**src/rtl/freq_meas_pkg.sv**
```systemverilog
// Shared definitions for the divided-clock period/high-time meter.
// Latency: n/a (types and defaults only).
// Backpressure: n/a.
package freq_meas_pkg;

    // Default build: 8-bit counters, two-flop synchronizer, four repeat periods to lock.
    localparam int DEF_CNT_W       = 8;
    localparam int DEF_SYNC_STAGES = 2;
    localparam int DEF_LOCK_COUNT  = 4;

    // State codes kept as plain constants so older code that compares raw bits still works.
    localparam logic [0:0] ST_SEEK = 1'b0;
    localparam logic [0:0] ST_MEAS = 1'b1;

    typedef enum logic [0:0] {
        SEEK = ST_SEEK,
        MEAS = ST_MEAS
    } state_t;

endpackage

```
**src/rtl/sync_edge_det.sv**
```systemverilog
// Synchronizes an asynchronous level and produces a registered rising-edge strobe.
// Latency: input sampled at edge k gives rise=1 after edge k+SYNC_STAGES.
// Backpressure: none; free-running sampler.
//
// Ports:
//   clk, rst_n : clock and async active-low reset
//   sig        : asynchronous input level
//   lvl        : synchronized level, time-aligned with rise
//   rise       : one-cycle strobe on a synchronized 0->1 transition
module sync_edge_det
    import freq_meas_pkg::*;
#(
    parameter int SYNC_STAGES = DEF_SYNC_STAGES
) (
    input  logic clk,
    input  logic rst_n,
    input  logic sig,
    output logic lvl,
    output logic rise
);

    logic [SYNC_STAGES-1:0] sync_q;
    logic                   prev_q;
    logic                   rise_q;

    // rise is registered, so prev_q (not the raw synchronizer output) is the level
    // that lines up with it; consumers counting high cycles must use lvl.
    always_ff @(posedge clk or negedge rst_n) begin
        if (!rst_n) begin
            sync_q <= '0;
            prev_q <= 1'b0;
            rise_q <= 1'b0;
        end else begin
            sync_q <= {sync_q[SYNC_STAGES-2:0], sig};
            prev_q <= sync_q[SYNC_STAGES-1];
            rise_q <= sync_q[SYNC_STAGES-1] & ~prev_q;
        end
    end

    assign lvl  = prev_q;
    assign rise = rise_q;

endmodule

```
**src/rtl/freq_ratio_meter.sv**
```systemverilog
// Measures period and high time of a divided clock in clk cycles; flags lock and loss of signal.
// Latency: sig_in rise sampled at edge k updates outputs / pulses valid_o at edge k+SYNC_STAGES+1.
// Backpressure: none; valid_o and timeout_o are single-cycle pulses with no handshake.
//
// Ports:
//   clk, rst_n : clock and async active-low reset
//   sig_in     : measured clock, asynchronous to clk
//   period_o   : last rise-to-rise period in clk cycles
//   high_o     : synchronized-high cycles within that period
//   valid_o    : pulse when period_o/high_o update
//   locked_o   : level, LOCK_COUNT repeats of the same period seen
//   timeout_o  : pulse, no rise within 2^CNT_W-1 cycles
module freq_ratio_meter
    import freq_meas_pkg::*;
#(
    parameter int CNT_W       = DEF_CNT_W,
    parameter int SYNC_STAGES = DEF_SYNC_STAGES,
    parameter int LOCK_COUNT  = DEF_LOCK_COUNT
) (
    input  logic             clk,
    input  logic             rst_n,
    input  logic             sig_in,
    output logic [CNT_W-1:0] period_o,
    output logic [CNT_W-1:0] high_o,
    output logic             valid_o,
    output logic             locked_o,
    output logic             timeout_o
);

    localparam logic [CNT_W-1:0]   CNT_MAX    = '1;
    localparam logic [CNT_W-1:0]   CNT_ONE    = CNT_W'(1);
    localparam int                 MATCH_W    = $clog2(LOCK_COUNT + 1);
    localparam logic [MATCH_W-1:0] MATCH_FULL = MATCH_W'(LOCK_COUNT);
    localparam logic [MATCH_W-1:0] MATCH_ONE  = MATCH_W'(1);

    state_t             state_q;
    logic [CNT_W-1:0]   cnt_q;
    logic [CNT_W-1:0]   hcnt_q;
    logic [CNT_W-1:0]   last_period_q;
    logic [MATCH_W-1:0] match_q;
    logic [MATCH_W-1:0] match_nxt;
    logic               sig_lvl;
    logic               rise;

    sync_edge_det #(
        .SYNC_STAGES (SYNC_STAGES)
    ) u_sync (
        .clk   (clk),
        .rst_n (rst_n),
        .sig   (sig_in),
        .lvl   (sig_lvl),
        .rise  (rise)
    );

    // Match counter value to commit if this cycle closes a period. last_period_q
    // starts at 0, which no real period (>=2) can equal, so the first period never counts.
    always_comb begin
        match_nxt = '0;
        if (cnt_q == last_period_q) begin
            match_nxt = (match_q == MATCH_FULL) ? match_q : match_q + MATCH_ONE;
        end
    end

    always_ff @(posedge clk or negedge rst_n) begin
        if (!rst_n) begin
            state_q       <= SEEK;
            cnt_q         <= '0;
            hcnt_q        <= '0;
            last_period_q <= '0;
            match_q       <= '0;
            period_o      <= '0;
            high_o        <= '0;
            valid_o       <= 1'b0;
            locked_o      <= 1'b0;
            timeout_o     <= 1'b0;
        end else begin
            valid_o   <= 1'b0;
            timeout_o <= 1'b0;
            case (state_q)
                SEEK: begin
                    // First edge only opens a measurement window; nothing to report yet.
                    if (rise) begin
                        cnt_q   <= CNT_ONE;
                        hcnt_q  <= CNT_ONE;
                        state_q <= MEAS;
                    end
                end
                MEAS: begin
                    // rise is checked before the max-count test so a period of exactly
                    // CNT_MAX is reported rather than treated as a lost signal.
                    if (rise) begin
                        period_o      <= cnt_q;
                        high_o        <= hcnt_q;
                        valid_o       <= 1'b1;
                        cnt_q         <= CNT_ONE;
                        hcnt_q        <= CNT_ONE;
                        match_q       <= match_nxt;
                        last_period_q <= cnt_q;
                        locked_o      <= (match_nxt == MATCH_FULL);
                    end else if (cnt_q == CNT_MAX) begin
                        // Counters stop here, so they can never wrap.
                        timeout_o     <= 1'b1;
                        state_q       <= SEEK;
                        match_q       <= '0;
                        last_period_q <= '0;
                        locked_o      <= 1'b0;
                    end else begin
                        cnt_q  <= cnt_q + CNT_ONE;
                        hcnt_q <= hcnt_q + CNT_W'(sig_lvl);
                    end
                end
                default: state_q <= SEEK;
            endcase
        end
    end

endmodule

```
**config.mk**
```make
export PLATFORM = sky130hd
export DESIGN_NAME = freq_ratio_meter
export DESIGN_NICKNAME = d
export VERILOG_FILES = /design/src/rtl/freq_meas_pkg.sv /design/src/rtl/sync_edge_det.sv /design/src/rtl/freq_ratio_meter.sv
export SDC_FILE = /design/constraint.sdc
export NUM_CORES = 1
export LEC_CHECK = 0
export CAP_MARGIN = 20
export CORE_ASPECT_RATIO = 1.75
export CORE_MARGIN = 2
export CORE_UTILIZATION = 50
export CTS_BUF_LIST = sky130_fd_sc_hd__clkbuf_16
export DETAILED_ROUTE_END_ITERATION = 6
export PLACE_DENSITY = 0.71
export SLEW_MARGIN = 30
export SYNTH_ARGS = -nofsm -noshare
export SYNTH_HDL_FRONTEND = slang
export SYNTH_SLANG_ARGS = --single-unit
export TNS_END_PERCENT = 50
```
**constraint.sdc**
```tcl
create_clock -name clk -period 2.1 [get_ports clk]
set_input_delay 0.525 -clock clk [delete_from_list [all_inputs] [get_ports clk]]
set_output_delay 0.525 -clock clk [all_outputs]
set_load 0.05 [all_outputs]
```
Word-level counts from Yosys, hierarchy flattened
Cells that the tools add are included.

Register bits after elaboration: 51. Output and inout port bits: 19. Input bits: 3. Logic and storage cells: 52.

Bitwise operators: 3. Muxes and demuxes: 23. Reduce and logical (&&, ||, !) cells: 4. Add/subtract/negate cells: 3. Equality and inequality tests: 6.

Operator list (count): two-way mux 8 bit (7); case mux 8 bit (2 select lines) (2); two-way mux 3 bit (4); two-way mux 1 bit (9); adder 8 x 1 -> 8 bit (1); adder 8 x 1 -> 8 bit (second input constant) (1); equality test 8 bit (1); equality test 8 bit (second input constant) (1); equality test 3 bit (second input constant) (2); AND reduction 2 bit (3); adder 3 x 1 -> 3 bit (second input constant) (1); inequality test 3 x 2 -> 1 bit (second input constant) (1); inequality test 2 x 1 -> 1 bit (second input constant) (1); NOT 1 bit (2); case mux 1 bit (2 select lines) (1); nonzero test 2 bit (1); AND 1 bit (1).

Depth between registers and ports, before layout
Gate-level depths: netlist (run 1).

Depth after elaboration: 5. Mapped depth: 6. Mapped depth without buffers: 6.

Hierarchy
From an unflattened synthesis (run 1), not the netlist that was laid out.

Cell total of the unflattened synthesis: 229. Area total of the unflattened synthesis: 2321.0 um2.

Modules (own cells, without submodules): freq_ratio_meter (times used 1, cells each 224, area an instance 2207.1 um2, seq. area each 1176.1 um2); sync_edge_det (times used 1, cells each 5, area an instance 113.9 um2, seq. area each 100.1 um2).

Least setup slack after synthesis (run 1)
Ideal clock, no wire load.

Path kind: reg-to-reg. From: register cnt_q[0]. To: register hcnt_q[5]. Setup slack: 0.514 ns. Arrival: 1.508 ns. Period minus slack after synthesis: 1.586 ns. Data required time: 2.022 ns. Buffers on the path: 0. Stages on the path, launching flop included: 6. Setup time: 0.078 ns. Path through: dfrtp_1 > ha_1 > nand4_4 > o21ai_4 > or4_1 > a21oi_1.

Cells in the longest elaborated chain, start to end: 3.

RTL lines: start, declared (RTL line freq_ratio_meter.sv:37) `logic [CNT_W-1:0] cnt_q;`; start signal, assigned (RTL line freq_ratio_meter.sv:108) `cnt_q <= cnt_q + CNT_ONE;`; equality test 8 bit (RTL line freq_ratio_meter.sv:100) `end else if (cnt_q == CNT_MAX) begin`; inequality test 3 x 2 -> 1 bit (no line); AND reduction 2 bit (no line); end signal, assigned (RTL line freq_ratio_meter.sv:109) `hcnt_q <= hcnt_q + CNT_W'(sig_lvl);`; end, declared (RTL line freq_ratio_meter.sv:38) `logic [CNT_W-1:0] hcnt_q;`.

No other way between the ends. A chain may end at the register's enable or synchronous reset.

Worst setup path in the final report (run 1)
From: register period_o[2]. To: output port period_o[2].

RTL lines: start, declared (RTL line freq_ratio_meter.sv:23) `output logic [CNT_W-1:0] period_o,`; start signal, assigned (RTL line freq_ratio_meter.sv:92) `period_o <= cnt_q;`.

No word-level cell between the ends.

==> flow_summary.ini, run 1 <==
[run_status]
status = complete, no violations

[cts]
cts_setup_buffers = 0
htreeDepth = 2
ctsHoldBuffers = 0
clk_pin_slew_worst_paths_ns = 0.06
clock_path_buffers = 2
ctsResizeCount = 0
cts_inserted_buffers = 5
cts_tree = yes
root_buffer = clkbuf_16
clk_latency_ns = 0.29
numClockSinks = 51

[pwr]
switching_share_pct = 33.73
seqPwrFrac_pct = 46.1
clkPwrFrac_pct = 27.3
p_int_uw = 1848
power_density_nw_per_um2 = 1026
ir_worst_vdd_v = 0.0006818
combPwrFrac_pct = 26.6
p_switching_uw = 940.8
p_leak_uw = 0.001324

[global_route]
grt_overflow = 0
antenna_found_initial = 0
grt_first_pass_wirelength_um = 7576
grt_start_max_net_pins = 52
grt_pass1_vias = 1637
grt_usage_pct = 18.52

[layout]
multiInputGateArea_sq_um = 952.2
regArea_sq_um = 1276
drive_gt1_share_pct = 7.229
nNetsFinal = 256
nFillCells = 388
n_antenna_cell = 0
area_delta_synth_final_pct = 16.15

[floorplan]
start_util_pct = 51.05
die_w_um = 55.71
dieArea_sq_um = 5264
row_count = 33
io_pins = 22
die_h_um = 94.50
core_area_sq_um = 4583

[yosys]
synth_top_flop_cell = dfrtp_1
ys_ff_latch = 51
synth_fp_nets = 235
synthCells = 227
synth_area_per_cell_sq_um = 10.31
syn-cell-area_sq_um = 2340
ys_seq_area_share_pct = 54.55
yosys_warnings = 0
ys_types = 38
synth_edf_count = 0
synthArstFlopShare_pct = 100.0

[sta]
finalSetupTns_ns = 0
period_share_pct = 93.78
setup_ws_ns = 0.1306
max_freq_mhz = 507.8
clock_skew_ns = 0.005743
tightest_slew_ns = 0.5997
max_slew_margin_pct = 59.75
hold_violations = 0
final-setup-viol-count = 0
rsz0062_at_grt = false
slew_violations = 0
period_needed_ns = 1.969

[drt]
vias = 1662
routed-wl-met2_um = 2313
drt_iter0_drc = 29
drc = 0
wl_met3_um = 123
wl_um = 4376
ant_nets = 0
avgRoutedWirePerCell_um = 14.54
drtPass1Iterations = 4
met1_length_um = 1846
highest_layer = met4
viasPerCell = 5.522

[setup_path]
r2r-end = locked_o$_DFFE_PN0P_
worst-path-buf-inv = 1
cpPeakStageDelay_ns = 0.80
critPathRequiredTime_ns = 1.57
crit_path_cell_trace = clkdlybuf4s50_1
end_kind = output pin
worstPathArrival_ns = 1.44
critPathTopFamily = buffers and inverters
crit_fanout = 2
worstSetupPathType = flop to output pin
reg2reg_from = cnt_q[0]$_DFFE_PN0P_
critPathSlowestCell = clkdlybuf4s50_1
rrSetupSlack_ns = 0.31
worstRegToRegCells = 5
worstSetupStartpointType = flop

[place]
place_congestion = 0.7987
port_buffers = 21
place_ws_ns = 0.3209
post-dp-hpwl_um = 3046

[run]
maxCapViolCount = 0

[min_path]
hold_class = input pin to asynchronous set/reset pin
## power groups by stage
stage / Clock [uW] / Sequential, uW / Combinational (uW)
final: 762 / 1290 / 742
after floorplan: 0 / 1450 / 389
after global placement: 0 / 1290 / 737
after detailed placement: 0 / 1300 / 746
after CTS: 779 / 1290 / 751
after global routing: 823 / 1310 / 817
## Yosys cell counts (2+ instances only)
cell type / n / area, sq um
a21oi_1: 7 / 35.03
a22o_1: 8 / 70.07
and3_1: 5 / 31.28
and4_1: 2 / 17.52
buf_1: 2 / 7.510
buf_2: 5 / 25.02
buf_6: 4 / 45.04
clkbuf_1: 2 / 7.510
dfrtp_1: 51 / 1276
ha_1: 5 / 62.56
inv_1: 7 / 26.28
mux2i_1: 3 / 30.03
nand2_1: 53 / 198.9
nand2b_1: 2 / 12.51
nand3_1: 6 / 30.03
nor2_1: 14 / 52.55
nor2b_1: 2 / 12.51
nor3_1: 3 / 15.01
o2111ai_1: 3 / 26.28
o211ai_1: 3 / 22.52
o21ai_0: 7 / 35.03
o31ai_1: 2 / 15.01
or3_1: 2 / 12.51
or4_1: 2 / 15.01
xor2_1: 14 / 122.6
## cells by family after synthesis
kind of cell,after synthesis,share of synthesized area [%]
compound gates,36,11.02
simple gates,98,20.48
mux,3,1.283
xor+xnor,14,5.241
fa+ha+maj,5,2.674
buf+inv,20,4.759
flops,51,54.55
## metal layers
metal	global-route usage (%)	vias to the layer above
met5	0	-
met4	8.740	0
met3	3.151	7
li1	-	807
met1	21.13	819
met2	33.33	29
## cell type report
class                           count  share of cell area, %
Clock buffer                        5                  4.604
Tap cell                           52                  2.394
Multi-Input combinational cell    156                  35.04
Clock inverter                      3                 0.4604
Timing Repair Buffer               27                  9.576
Inverter                            7                 0.9668
Sequential cell                    51                  46.96
## cells in the final DEF (no fill, tap or decap), drive strengths merged, types with 7 or more instances in the layout
cell,netlist,layout
nand2,53,53
dfrtp,51,51
clkdlybuf4s50,0,19
nor2,14,14
xor2,14,14
inv,7,9
o21ai,9,9
a22o,8,8
buf,11,8
a21oi,7,7
nand3,7,7
## flip-flops by register name, summed over array words and instances (netlist names), 2 cells and up
signal	flops
cnt_q	8
hcnt_q	8
high_o	8
last_period_q	8
match_q	3
period_o	8
u_sync.sync_q	2
## per-stage QoR
stage / utilization (%) / area [sq um] / instances / total power [uW] / hold WS (ns)
detailed placement: 56.29 / 2580 / 293 / 2049 / 0.3403
finish: 59.30 / 2718 / 301 / 2789 / 0.2132
CTS: 59.30 / 2718 / 301 / 2815 / 0.2331
global placement: 56.29 / 2580 / 293 / 2031 / 0.3419
global route: 59.30 / 2718 / 301 / 2955 / 0.2519
floorplan: - / 2340 / 227 / 1837 / 0.2294
## worst max-delay path by stage
stage,slack [ns],startpoint,depth (start not counted),end
global placement,0.37,cnt_q[0]$_DFFE_PN0P_,5,hcnt_q[5]$_DFFE_PN0P_
detailed placement,0.32,cnt_q[0]$_DFFE_PN0P_,5,hcnt_q[5]$_DFFE_PN0P_
CTS,0.12,period_o[2]$_DFFE_PN0P_,1,period_o[2]
finish,0.13,period_o[2]$_DFFE_PN0P_,1,period_o[2]
global route,0.09,high_o[2]$_DFFE_PN0P_,1,high_o[2]
floorplan,0.51,cnt_q[0]$_DFFE_PN0P_,5,hcnt_q[5]$_DFFE_PN0P_
(Power assumes the default switching activity.)
==> run 2: changes to the inputs <==
--- a/config.mk
+++ b/config.mk
@@ -10,6 +10,7 @@
 export CORE_MARGIN = 2
 export CORE_UTILIZATION = 50
 export CTS_BUF_LIST = sky130_fd_sc_hd__clkbuf_16
+export CTS_CLUSTER_SIZE = 28
 export DETAILED_ROUTE_END_ITERATION = 6
 export PLACE_DENSITY = 0.71
 export SLEW_MARGIN = 30
==> results of run 2 <==
The final DEF is identical to that of run 1; final timing and power are the same.
